`config.mk`:
```
export PLATFORM = sky130hd
export DESIGN_NAME = axi_read_master_mo
export DESIGN_NICKNAME = d
export VERILOG_FILES = /design/src/rtl/axi_rdm_pkg.sv /design/src/rtl/axi_skid_buf.sv /design/src/rtl/axi_read_master_mo.sv
export SDC_FILE = /design/constraint.sdc
export NUM_CORES = 1
export LEC_CHECK = 0
export ABC_AREA = 1
export BUFFER_PORTS_ARGS = -buffer_cell sky130_fd_sc_hd__buf_4
export CELL_PAD_IN_SITES_DETAIL_PLACEMENT = 1
export CELL_PAD_IN_SITES_GLOBAL_PLACEMENT = 1
export CORE_MARGIN = 2
export CORE_UTILIZATION = 42
export CTS_BUF_LIST = sky130_fd_sc_hd__clkbuf_16
export DETAILED_ROUTE_END_ITERATION = 16
export PLACE_DENSITY = 0.83
export SKIP_CTS_REPAIR_TIMING = 1
export SLEW_MARGIN = 40
export SYNTH_ARGS = -nofsm -noshare
export SYNTH_HDL_FRONTEND = slang
export SYNTH_SLANG_ARGS = --single-unit
```
`constraint.sdc`:
```
create_clock -name clock -period 9.4 [get_ports clock]
set_clock_uncertainty 0.2 [all_clocks]
set_input_delay 0.94 -clock clock [delete_from_list [all_inputs] [get_ports clock]]
set_output_delay 0.94 -clock clock [all_outputs]
set_load 0.02 [all_outputs]
```
`src/rtl/axi_rdm_pkg.sv`:
```
// Shared constants and burst sizing helper for the AXI read master.
package axi_rdm_pkg;

    localparam logic [1:0] AXI_BURST_INCR  = 2'b01;
    localparam logic [1:0] AXI_RESP_OKAY   = 2'b00;
    localparam logic [1:0] AXI_RESP_EXOKAY = 2'b01;
    localparam logic [1:0] AXI_RESP_SLVERR = 2'b10;
    localparam logic [1:0] AXI_RESP_DECERR = 2'b11;
    localparam int unsigned BOUNDARY_4K    = 4096;

    typedef enum logic {
        ST_IDLE  = 1'b0,
        ST_ISSUE = 1'b1
    } rdm_state_e;

    // Beats in the next burst: limited by what is left, the burst cap and the 4 KB page.
    function automatic logic [8:0] burst_beats(
        input logic [15:0] remaining,
        input logic [11:0] addr_lo,
        input int unsigned max_len,
        input int unsigned bytes,
        input bit          enforce_4k
    );
        int unsigned n;
        int unsigned room;
        n = 32'(remaining);
        if (n > max_len) n = max_len;
        if (enforce_4k) begin
            room = (BOUNDARY_4K - 32'(addr_lo)) / bytes;
            if (n > room) n = room;
        end
        return n[8:0];
    endfunction

endpackage

```
`src/rtl/axi_skid_buf.sv`:
```
// Two-entry registered skid buffer; in_ready_o is a flop that is high while an entry is free.
module axi_skid_buf #(
    parameter int WIDTH = 8
) (
    input  logic             clock,
    input  logic             reset_n,
    input  logic             in_valid_i,
    output logic             in_ready_o,
    input  logic [WIDTH-1:0] in_data_i,
    output logic             out_valid_o,
    input  logic             out_ready_i,
    output logic [WIDTH-1:0] out_data_o
);

    logic [WIDTH-1:0] mem_q [2];
    logic             wr_ptr_q;
    logic             rd_ptr_q;
    logic [1:0]       count_q;
    logic [1:0]       count_d;
    logic             in_ready_q;
    logic             wr_en;
    logic             rd_en;

    assign wr_en       = in_valid_i & in_ready_q;
    assign rd_en       = out_valid_o & out_ready_i;
    assign out_valid_o = (count_q != 2'd0);
    assign out_data_o  = mem_q[rd_ptr_q];
    assign in_ready_o  = in_ready_q;

    always_comb begin
        count_d = count_q;
        if (wr_en && !rd_en)      count_d = count_q + 2'd1;
        else if (!wr_en && rd_en) count_d = count_q - 2'd1;
    end

    always_ff @(posedge clock or negedge reset_n) begin
        if (!reset_n) begin
            mem_q[0]   <= '0;
            mem_q[1]   <= '0;
            wr_ptr_q   <= 1'b0;
            rd_ptr_q   <= 1'b0;
            count_q    <= 2'd0;
            in_ready_q <= 1'b0;
        end else begin
            if (wr_en) begin
                mem_q[wr_ptr_q] <= in_data_i;
                wr_ptr_q        <= ~wr_ptr_q;
            end
            if (rd_en) rd_ptr_q <= ~rd_ptr_q;
            count_q    <= count_d;
            in_ready_q <= (count_d != 2'd2);
        end
    end

endmodule

```
`src/rtl/axi_read_master_mo.sv`:
```
// AXI4 read master: splits requests into INCR bursts under an outstanding-burst credit limit.
// Optional statistics counters are built when AXI_RDM_STATS_EN is defined.
//   state    | meaning
//   ST_IDLE  | req_ready high, waiting for a request
//   ST_ISSUE | issuing AR bursts until the request's beats are exhausted
module axi_read_master_mo
    import axi_rdm_pkg::*;
#(
    parameter int DATA_WIDTH      = 128,
    parameter int ADDR_WIDTH      = 64,
    parameter int ID_WIDTH        = 4,
    parameter int MAX_OUTSTANDING = 8,
    parameter int MAX_BURST_LEN   = 256,
    parameter int ENFORCE_4K      = 1
) (
    input  logic                                 clock,
    input  logic                                 reset_n,
`ifdef AXI_RDM_STATS_EN
    input  logic                                 stat_clr,
    output logic [31:0]                          stat_bursts,
    output logic [31:0]                          stat_beats,
    output logic [15:0]                          stat_errs,
`endif
    input  logic                                 req_valid,
    output logic                                 req_ready,
    input  logic [ADDR_WIDTH-1:0]                req_addr,
    input  logic [15:0]                          req_beats,
    input  logic [ID_WIDTH-1:0]                  req_id,
    input  logic [3:0]                           req_cache,
    output logic                                 bus_arvalid,
    input  logic                                 bus_arready,
    output logic [ADDR_WIDTH-1:0]                bus_araddr,
    output logic [7:0]                           bus_arlen,
    output logic [2:0]                           bus_arsize,
    output logic [1:0]                           bus_arburst,
    output logic [3:0]                           bus_arcache,
    output logic [2:0]                           bus_arprot,
    output logic [ID_WIDTH-1:0]                  bus_arid,
    input  logic                                 bus_rvalid,
    output logic                                 bus_rready,
    input  logic [DATA_WIDTH-1:0]                bus_rdata,
    input  logic [1:0]                           bus_rresp,
    input  logic                                 bus_rlast,
    input  logic [ID_WIDTH-1:0]                  bus_rid,
    output logic                                 rd_valid,
    input  logic                                 rd_ready,
    output logic [DATA_WIDTH-1:0]                rd_data,
    output logic [ID_WIDTH-1:0]                  rd_id,
    output logic [1:0]                           rd_resp,
    output logic                                 rd_last,
    output logic                                 rd_err,
    output logic [$clog2(MAX_OUTSTANDING):0]     outstanding,
    output logic                                 busy
);

    localparam int BYTES = DATA_WIDTH / 8;
    localparam int SIZE  = $clog2(BYTES);
    localparam int OW    = $clog2(MAX_OUTSTANDING) + 1;
    localparam int PW    = DATA_WIDTH + ID_WIDTH + 3;
    localparam logic [OW-1:0] MAX_OS = OW'(MAX_OUTSTANDING);

    rdm_state_e            state_q;
    logic [ADDR_WIDTH-1:0] addr_q;
    logic [15:0]           remaining_q;
    logic [7:0]            arlen_q;
    logic                  arvalid_q;
    logic                  req_ready_q;
    logic [ID_WIDTH-1:0]   id_q;
    logic [3:0]            cache_q;
    logic [OW-1:0]         outstanding_q;
    logic [OW-1:0]         outstanding_d;

    logic                  ar_hs;
    logic                  r_hs;
    logic                  r_last_hs;
    logic                  credit_ok;
    logic [ADDR_WIDTH-1:0] req_addr_al;
    logic [8:0]            beats_cur;
    logic [ADDR_WIDTH-1:0] addr_nx;
    logic [15:0]           rem_nx;
    logic [8:0]            first_n;
    logic [8:0]            next_n;
    logic [PW-1:0]         skid_out;

    assign ar_hs     = arvalid_q & bus_arready;
    assign r_hs      = bus_rvalid & bus_rready;
    assign r_last_hs = r_hs & bus_rlast;

    always_comb begin
        outstanding_d = outstanding_q;
        if (ar_hs && !r_last_hs)      outstanding_d = outstanding_q + 1'b1;
        else if (!ar_hs && r_last_hs) outstanding_d = outstanding_q - 1'b1;
    end

    // Credit is judged on the count after this edge so a freed slot is usable at once.
    assign credit_ok   = (outstanding_d < MAX_OS);
    assign req_addr_al = req_addr & ~ADDR_WIDTH'(BYTES - 1);
    assign beats_cur   = {1'b0, arlen_q} + 9'd1;
    assign addr_nx     = addr_q + (ADDR_WIDTH'(beats_cur) << SIZE);
    assign rem_nx      = remaining_q - 16'(beats_cur);
    assign first_n     = burst_beats(req_beats, req_addr_al[11:0], MAX_BURST_LEN, BYTES,
                                     ENFORCE_4K != 0);
    assign next_n      = burst_beats(rem_nx, addr_nx[11:0], MAX_BURST_LEN, BYTES,
                                     ENFORCE_4K != 0);

    always_ff @(posedge clock or negedge reset_n) begin
        if (!reset_n) begin
            state_q     <= ST_IDLE;
            addr_q      <= '0;
            remaining_q <= '0;
            arlen_q     <= '0;
            arvalid_q   <= 1'b0;
            req_ready_q <= 1'b0;
            id_q        <= '0;
            cache_q     <= '0;
        end else begin
            case (state_q)
                ST_IDLE: begin
                    req_ready_q <= 1'b1;
                    if (req_valid && req_ready_q && (req_beats != 16'd0)) begin
                        state_q     <= ST_ISSUE;
                        req_ready_q <= 1'b0;
                        addr_q      <= req_addr_al;
                        remaining_q <= req_beats;
                        arlen_q     <= 8'(first_n - 9'd1);
                        id_q        <= req_id;
                        cache_q     <= req_cache;
                        arvalid_q   <= credit_ok;
                    end
                end
                ST_ISSUE: begin
                    if (ar_hs) begin
                        addr_q      <= addr_nx;
                        remaining_q <= rem_nx;
                        if (rem_nx == 16'd0) begin
                            state_q     <= ST_IDLE;
                            arvalid_q   <= 1'b0;
                            req_ready_q <= 1'b1;
                        end else begin
                            arlen_q   <= 8'(next_n - 9'd1);
                            arvalid_q <= credit_ok;
                        end
                    end else if (!arvalid_q) begin
                        arvalid_q <= credit_ok;
                    end
                end
                default: state_q <= ST_IDLE;
            endcase
        end
    end

    always_ff @(posedge clock or negedge reset_n) begin
        if (!reset_n) outstanding_q <= '0;
        else          outstanding_q <= outstanding_d;
    end

    axi_skid_buf #(
        .WIDTH(PW)
    ) u_skid (
        .clock      (clock),
        .reset_n    (reset_n),
        .in_valid_i (bus_rvalid),
        .in_ready_o (bus_rready),
        .in_data_i  ({bus_rdata, bus_rid, bus_rresp, bus_rlast}),
        .out_valid_o(rd_valid),
        .out_ready_i(rd_ready),
        .out_data_o (skid_out)
    );

    assign {rd_data, rd_id, rd_resp, rd_last} = skid_out;
    assign rd_err = rd_valid & rd_ready & rd_resp[1];

    assign req_ready   = req_ready_q;
    assign bus_arvalid = arvalid_q;
    assign bus_araddr  = addr_q;
    assign bus_arlen   = arlen_q;
    assign bus_arsize  = 3'(SIZE);
    assign bus_arburst = AXI_BURST_INCR;
    assign bus_arcache = cache_q;
    assign bus_arprot  = 3'b000;
    assign bus_arid    = id_q;
    assign outstanding = outstanding_q;
    assign busy        = (state_q != ST_IDLE) || (outstanding_q != '0);

`ifdef AXI_RDM_STATS_EN
    logic [31:0] stat_bursts_q;
    logic [31:0] stat_beats_q;
    logic [15:0] stat_errs_q;

    always_ff @(posedge clock or negedge reset_n) begin
        if (!reset_n) begin
            stat_bursts_q <= '0;
            stat_beats_q  <= '0;
            stat_errs_q   <= '0;
        end else if (stat_clr) begin
            stat_bursts_q <= '0;
            stat_beats_q  <= '0;
            stat_errs_q   <= '0;
        end else begin
            if (ar_hs && (stat_bursts_q != '1)) stat_bursts_q <= stat_bursts_q + 32'd1;
            if (r_hs && (stat_beats_q != '1))   stat_beats_q  <= stat_beats_q + 32'd1;
            if (r_hs && bus_rresp[1] && (stat_errs_q != '1))
                stat_errs_q <= stat_errs_q + 16'd1;
        end
    end

    assign stat_bursts = stat_bursts_q;
    assign stat_beats  = stat_beats_q;
    assign stat_errs   = stat_errs_q;
`endif

endmodule
```
==> reports/summary.json, run 1 <==
{
  "finalSetupViolations": 0,
  "timing.rr.start": "bus_arlen[0]",
  "cts-root-to-sink-buffers": 3,
  "synthDistinctLibCells": 53,
  "outcome": "complete, no violations",
  "cp.arrival_ns": 6.21,
  "drcViolationCount": 0,
  "final_worst_setup_slack_ns": 3.454,
  "fin_crit_sh_pct": 63.26,
  "port-buffer-count": 445,
  "sequential_cell_area_um2": 9364,
  "post-route-cell-area_um2": 26300,
  "dp_hpwl_um": 58860,
  "power.share.switching_pct": 49.65,
  "floorplan.die_area_um2": 51950,
  "design_power_total_mw": 10.49,
  "coreArea_um2": 49860,
  "number_of_synthesized_flops_with_an_enable_pin": 0,
  "dieHeight_um": 227.9,
  "clock_tree.root_cell": "clkbuf_16",
  "floorplan.initialDensity_pct": 42.24,
  "power.density_nw_per_um2": 398.7,
  "clock_tree.htree_level_count": 2,
  "vias_cell": 5.303,
  "postRouteAntennaNets": 0,
  "end_kind": "register",
  "share_of_power_burned_in_registers_pct": 27.7,
  "synth.ff_latch_count": 374,
  "worst-setup-path-type": "register to register",
  "max-cap-violations": 0,
  "cts_tree": "done",
  "avgRoutedWirePerCell_um": 19.86,
  "power_dissipated_by_switching_net_loads_mw": 5.206,
  "routed_wirelength_um": 79840,
  "global_route.usage.total_pct": 30.48,
  "maximum_vdd_drop_uv": 206.7,
  "clk-insertion-delay-late_ns": 0.59,
  "die_w_um": 227.9,
  "cp_peak_stage_delay_ns": 0.61,
  "tns_ns": 0,
  "r2r_end": "bus_arlen[2]",
  "gr-total-overflow": 0,
  "placement_rows": 82,
  "gp_congestion": 0.9524,
  "cts-buffers-inserted": 44,
  "hold_slack_ns": 0.05910,
  "placement.cell_area_um2": 24860,
  "critical_path_peak_fanout": 16,
  "final_layout_size_suffix_gt1_share_pct": 17.75,
  "via_count": 21320,
  "rr_worst_depth": 30,
  "max-slew-margin-rel_pct": 45.52,
  "fill_cells": 6402,
  "critPathLaunchType": "register",
  "pwr-share-comb_pct": 56.5,
  "cpMaxStageDelayCell": "xnor2_1",
  "worst_slew_pin_slew_ns": 0.8172,
  "achievable-frequency_mhz": 168.2,
  "syn_inst": 2933,
  "area_delta_synth_final_pct": 24.87,
  "ioPinCount": 462,
  "clock_sink_count": 374,
  "multi_input_area_um2": 9746,
  "drtPass1Iterations": 5,
  "critical_path.most_common_cell": "nand2_1",
  "first_pass_grt_wire_length_um": 126000,
  "yosys_warnings": 0,
  "maxSlewViolCount": 0,
  "crit_required_ns": 9.66,
  "grt_pass1_vias": 22510,
  "internal_mw": 5.280,
  "synth_top_flop_cell": "dfrtp_1",
  "clkPwrFrac_pct": 15.8,
  "ff2ff_setup_slack_ns": 3.45,
  "preCtsSetupSlack_ns": 3.545,
  "finalNetCount": 3587,
  "grt_setup_unrepaired": "no",
  "grt_max_degree": 147,
  "number_of_antenna_violations_at_the_first_check_in_global_routing": 8,
  "worstHoldPathType": "input pin to asynchronous set/reset pin",
  "power.static_leakage_nw": 13.84,
  "clkSlewWorstSetupHoldPaths_ns": 0.06,
  "synth-seq-area-share_pct": 44.44,
  "synthesized_area_per_cell_um2": 7.180,
  "timing.final.crit_period_ns": 5.946,
  "synthesis.area_um2": 21060,
  "hold_viol": 0,
  "share_of_synthesized_registers_carrying_an_async_set_or_reset_pct": 100.0,
  "detailed_route_iter0_violations": 1343
}
## state kept, by name (all words and copies together), names as in the netlist, 2 cells and up
signal and flops:
bus_arcache 4, u_skid.count_q 2, outstanding 4, bus_araddr 60, remaining_q 16, u_skid.mem_q 270
bus_arlen 8, bus_arid 4
## power by group through the flow
stage / Combinational (mW) / Clock (mW) / Sequential, mW
2_1_floorplan: 3.69 / 0 / 2.83
3_5_place_dp: 5.90 / 0 / 2.91
4_1_cts: 5.96 / 1.68 / 2.89
6_report: 5.93 / 1.66 / 2.90
3_3_place_gp: 5.68 / 0 / 2.85
5_1_grt: 6.59 / 1.74 / 2.99
## Yosys cell counts (2+ instances only)
master    number  area share, %
nand2_1     1046             19
dfrtp_1      374             44
inv_1        363            6.5
o21ai_0      353            8.4
nor2_1       151            2.7
clkbuf_1     104            1.9
nand3_1       98            2.3
a21oi_1       60            1.4
ha_1          46            2.7
o211ai_1      39            1.4
nand4_1       35            1.0
nor3_1        29           0.69
xor2_1        27            1.1
nor4_1        21           0.62
o21ai_1       20           0.48
buf_1         15           0.27
or2_2         15           0.45
inv_2         14           0.25
o22ai_1       14           0.42
buf_4         13           0.46
xnor2_1       12           0.50
nand2_2       11           0.33
a31oi_1        8           0.24
buf_2          6           0.14
nor2_2         6           0.18
nor2_4         5           0.27
and3_1         4           0.12
or2_0          4           0.12
nand3_2        3           0.14
o21a_1         3           0.11
or2_1          3          0.089
xor2_2         3           0.23
a21oi_2        2          0.083
a21oi_4        2           0.15
conb_1         2          0.036
fa_1           2           0.19
nand3b_1       2          0.071
o21ai_2        2          0.083
o41ai_1        2          0.083
## cell usage in the layout (no fill, tap or decap), drive strengths merged, types with 4 or more instances in the layout
master and count:
inv 395, clkbuf 44, a21oi 64, conb 12, nand4 36, nand3 101, xor2 30, nor3 29
nor4 22, nand2 1058, and3 4, o22ai 14, diode 8, o21ai 376, o211ai 39, buf 460
clkinv 13, nor2 162, xnor2 12, ha 46, a31oi 8, or2 22, dfrtp 374
## worst max path at each step
stage | startpoint | to | depth (start not counted)
finish | bus_arlen[0] | bus_arlen[2] | 30
floorplan | bus_arlen[0] | bus_arlen[2] | 37
global route | bus_arlen[0] | bus_arlen[2] | 34
detailed placement | bus_arlen[0] | bus_arlen[2] | 34
global placement | bus_arlen[0] | bus_arlen[2] | 34
CTS | bus_arlen[0] | bus_arlen[2] | 30
## per-layer routing
metal,part of all wire [%],global-route usage [%],vias to the layer above
met1,42,38.62,10570
met5,0.011,0,-
met4,3.7,11.81,2
li1,-,-,10010
met3,5.6,5.425,150
met2,48,51.87,588
## area by class of cell
type | count | area share (%)
clock inverter | 33 | 0.9611
timing repair buffer | 460 | 13.47
inverter | 379 | 5.438
tap | 672 | 3.197
sequential | 374 | 35.61
antenna | 8 | 0.07613
clock buffer | 44 | 4.187
multi-input combinational | 2051 | 37.06
## cell families (layout without fill, tap and decap cells)
kind of cell / after synthesis / after routing / share of synthesized area [%]
XOR/XNOR: 42 / 42 / 1.854
buffers and inverters: 518 / 916 / 9.547
flip-flops: 374 / 374 / 44.44
multiplexers: 1 / 1 / 0.05347
AO/OA/AOI/OAI: 510 / 510 / 13.07
other: 2 / 20 / 0.03566
adder cells (fa/ha/maj): 48 / 48 / 2.923
AND/OR/NAND/NOR: 1438 / 1438 / 28.08
## per-stage QoR
stage	std cells	utilization [%]
3_3_place_gp	3934	49.80
3_5_place_dp	3934	49.85
6_report	4021	52.74
2_1_floorplan	2943	-
4_1_cts	4011	52.56
5_1_grt	4020	52.74
## critical path: cells and delay by family (launching register included)
| kind | cells | cell delay [ns] |
|---|---|---|
| AND/OR/NAND/NOR | 13 | 2.01 |
| adder cells (fa/ha/maj) | 4 | 1.19 |
| AO/OA/AOI/OAI | 7 | 0.90 |
| XOR/XNOR | 2 | 0.82 |
| flip-flops | 1 | 0.45 |
| buffers and inverters | 4 | 0.26 |
(Power assumes the default switching activity.)
==> run 2: changes to the inputs <==
--- a/config.mk
+++ b/config.mk
@@ -10,10 +10,10 @@
 export CELL_PAD_IN_SITES_DETAIL_PLACEMENT = 1
 export CELL_PAD_IN_SITES_GLOBAL_PLACEMENT = 1
 export CORE_MARGIN = 2
-export CORE_UTILIZATION = 42
+export CORE_UTILIZATION = 36
 export CTS_BUF_LIST = sky130_fd_sc_hd__clkbuf_16
 export DETAILED_ROUTE_END_ITERATION = 16
-export PLACE_DENSITY = 0.83
+export PLACE_DENSITY = 0.75
 export SKIP_CTS_REPAIR_TIMING = 1
 export SLEW_MARGIN = 40
 export SYNTH_ARGS = -nofsm -noshare
==> constraint.sdc (replaced) <==
create_clock -name clock -period 4.9 [get_ports clock]
set_clock_uncertainty 0.2 [all_clocks]
set_input_delay 0.49 -clock clock [delete_from_list [all_inputs] [get_ports clock]]
set_output_delay 0.49 -clock clock [all_outputs]
set_load 0.02 [all_outputs]
==> run 2 against run 1 <==
  * The run now ends with negative hold slack left
  * Clock-buffer cell count rose by 2
  * Non-clock buffer count increased by 174
  * Wire length rose by 6.1%
  * Worst hold slack worse by 0.089 ns
==> reports/summary.json, run 2 (synthesized netlist as in run 1, its figures left out) <==
{
  "outcome": "finished, violations left",
  "violations": "negative hold slack",
  "first_pass_grt_wire_length_um": 124200,
  "maximum_vdd_drop_uv": 401.2,
  "finalSetupViolations": 0,
  "multi_input_area_um2": 10350,
  "end_kind": "register",
  "clk-insertion-delay-late_ns": 0.60,
  "grt_max_degree": 157,
  "routed_wirelength_um": 84730,
  "area_delta_synth_final_pct": 36.07,
  "cts-root-to-sink-buffers": 3,
  "floorplan.initialDensity_pct": 36.43,
  "grt_setup_unrepaired": "yes",
  "avgRoutedWirePerCell_um": 19.74,
  "regMostFlops": "u_skid.mem_q",
  "port-buffer-count": 445,
  "detailed_route_iter0_violations": 1300,
  "finalNetCount": 3763,
  "hold_end": "bus_araddr[47]",
  "critical_path_peak_fanout": 5,
  "achievable-frequency_mhz": 209.1,
  "crit_required_ns": 5.21,
  "max-cap-violations": 0,
  "dp.cells": 4085,
  "final_cell_count_no_fill": 4292,
  "placement_rows": 88,
  "fill_cells": 7148,
  "max-slew-margin-rel_pct": 42.38,
  "clkSlewWorstSetupHoldPaths_ns": 0.06,
  "ioPinCount": 462,
  "worst_path_dominant_cell_family": "simple AND/OR/NAND/NOR gates",
  "whs_path_depth": 3,
  "dieHeight_um": 245.9,
  "via_count": 22080,
  "maxSlewViolCount": 0,
  "coreArea_um2": 57810,
  "drcViolationCount": 0,
  "cts-buffers-inserted": 46,
  "gr-total-overflow": 0,
  "worst_hold_startpoint": "req_addr[47]",
  "layout.cells.most_common": "nand2_1",
  "timing.final.crit_period_ns": 4.781,
  "commonest_cells_after_routing_fill_and_taps_aside": "nand2_1 (1013), buf_4 (520), dfrtp_1 (369), inv_1 (366), o21ai_0 (348)",
  "hold_slack_ns": -0.02940,
  "design_power_total_mw": 22.32,
  "r2r_end": "bus_arlen[4]",
  "global_route.usage.total_pct": 26.07,
  "hold_viol": 31,
  "worstHoldPathType": "input pin to register",
  "gp_congestion": 0.9572,
  "postRouteAntennaNets": 0,
  "timing.rr.start": "bus_arlen[0]",
  "clock_tree.root_cell": "clkbuf_16",
  "power.static_leakage_nw": 14.70,
  "max_ffs_per_register": 270,
  "dp_hpwl_um": 59850,
  "rr_worst_depth": 28,
  "fin_crit_sh_pct": 97.58,
  "ff2ff_setup_slack_ns": 0.12,
  "cp_peak_stage_delay_ns": 0.44,
  "die_w_um": 245.9,
  "power.density_nw_per_um2": 778.7,
  "grt_pass1_vias": 22370,
  "cp-startpoint": "bus_arlen[0]",
  "floorplan.die_area_um2": 60450,
  "cts_tree": "done",
  "final_layout_size_suffix_gt1_share_pct": 21.79,
  "critPathLaunchType": "register",
  "sequential_cell_area_um2": 9368,
  "cp.arrival_ns": 5.10,
  "clock_sink_count": 374,
  "number_of_antenna_violations_at_the_first_check_in_global_routing": 8,
  "cpMaxStageDelayCell": "dfrtp_2",
  "critical_path.most_common_cell": "nand2_1",
  "drtPass1Iterations": 5,
  "worst-setup-path-type": "register to register",
  "cp.buffers_inverters": 6,
  "vias_cell": 5.144,
  "worst_slew_pin_slew_ns": 0.8531,
  "clock_tree.htree_level_count": 2
}
==> run 2: cell types whose count changed in the layout (fill, tap and decap cells not counted), moves of 14 or more <==
| cell | change |
|---|---|
| ha_1 | -14 |
| dlygate4sd3_1 | +101 |
| buf_4 | +72 |
| nand2_2 | +26 |
| ha_4 | +14 |
| nand2_1 | -32 |
==> run 2: worst reg2reg max path, delay by kind of cell, from the launching register on <==
kind	cells	cell delay [ns]
xor gates and xnor gates	2	0.37
and+or+nand+nor	13	1.55
DFF	1	0.44
adders and majority gates	4	1.00
buffers and inverters	6	0.69
AOI/OAI and AO/OA	3	0.46
==> run 2: worst max path at each step <==
| stage | cells past startpoint | slack (ns) | endpoint |
|---|---|---|---|
| after floorplan | 37 | 0.10 | bus_arlen[2] |
| after global placement | 33 | 0.02 | bus_arlen[7] |
| after detailed placement | 33 | -0.20 | bus_arlen[3] |
| final | 28 | 0.12 | bus_arlen[4] |
| after CTS | 33 | -0.23 | bus_arlen[3] |
| after global routing | 30 | -0.20 | bus_arlen[3] |
==> run 2: final cells by class <==
type                       instances  share of cell area (%)
timing repair buffer             634                   17.89
clock buffer                      46                   4.017
antenna                            7                 0.06112
clock inverter                    36                  0.8994
tap                              765                   3.340
sequential                       374                   32.69
inverter                         379                   4.999
multi-input combinational       2051                   36.11
==> run 2: metal layers <==
metal | part of all wire (%) | wire length (µm) | vias up | GRT usage [%]
li1 | - | - | 10360 | -
met5 | 0.015 | 13 | - | 0
met4 | 3.9 | 3310 | 2 | 9.964
met3 | 5.6 | 4756 | 177 | 5.533
met1 | 42 | 35730 | 10950 | 33.18
met2 | 48 | 40920 | 588 | 43.32
==> run 2: metrics by stage <==
stage          hold slack, ns  worst slack [ns]  area (µm²)  setup TNS [ns]  util (%)
5_1_grt             -0.009440           -0.1988       28660          -1.230     49.58
4_1_cts               -0.3282           -0.2338       26880          -1.238     46.51
3_5_place_dp           0.2708           -0.1963       25480          -1.043     44.07
6_report             -0.02940            0.1187       28660               0     49.58
3_3_place_gp           0.2653           0.02361       25440               0     44.00
2_1_floorplan       -0.005591            0.1001       21100               0         -
==> run 2: power by group <==
part	total, mW	internal [mW]	leakage [nW]	switching, mW
clock	3.24	1.82	0.726	1.42
sequential	5.59	4.47	4.70	1.12
combinational	13.5	5.10	9.27	8.38
total	22.3	11.4	14.7	10.9
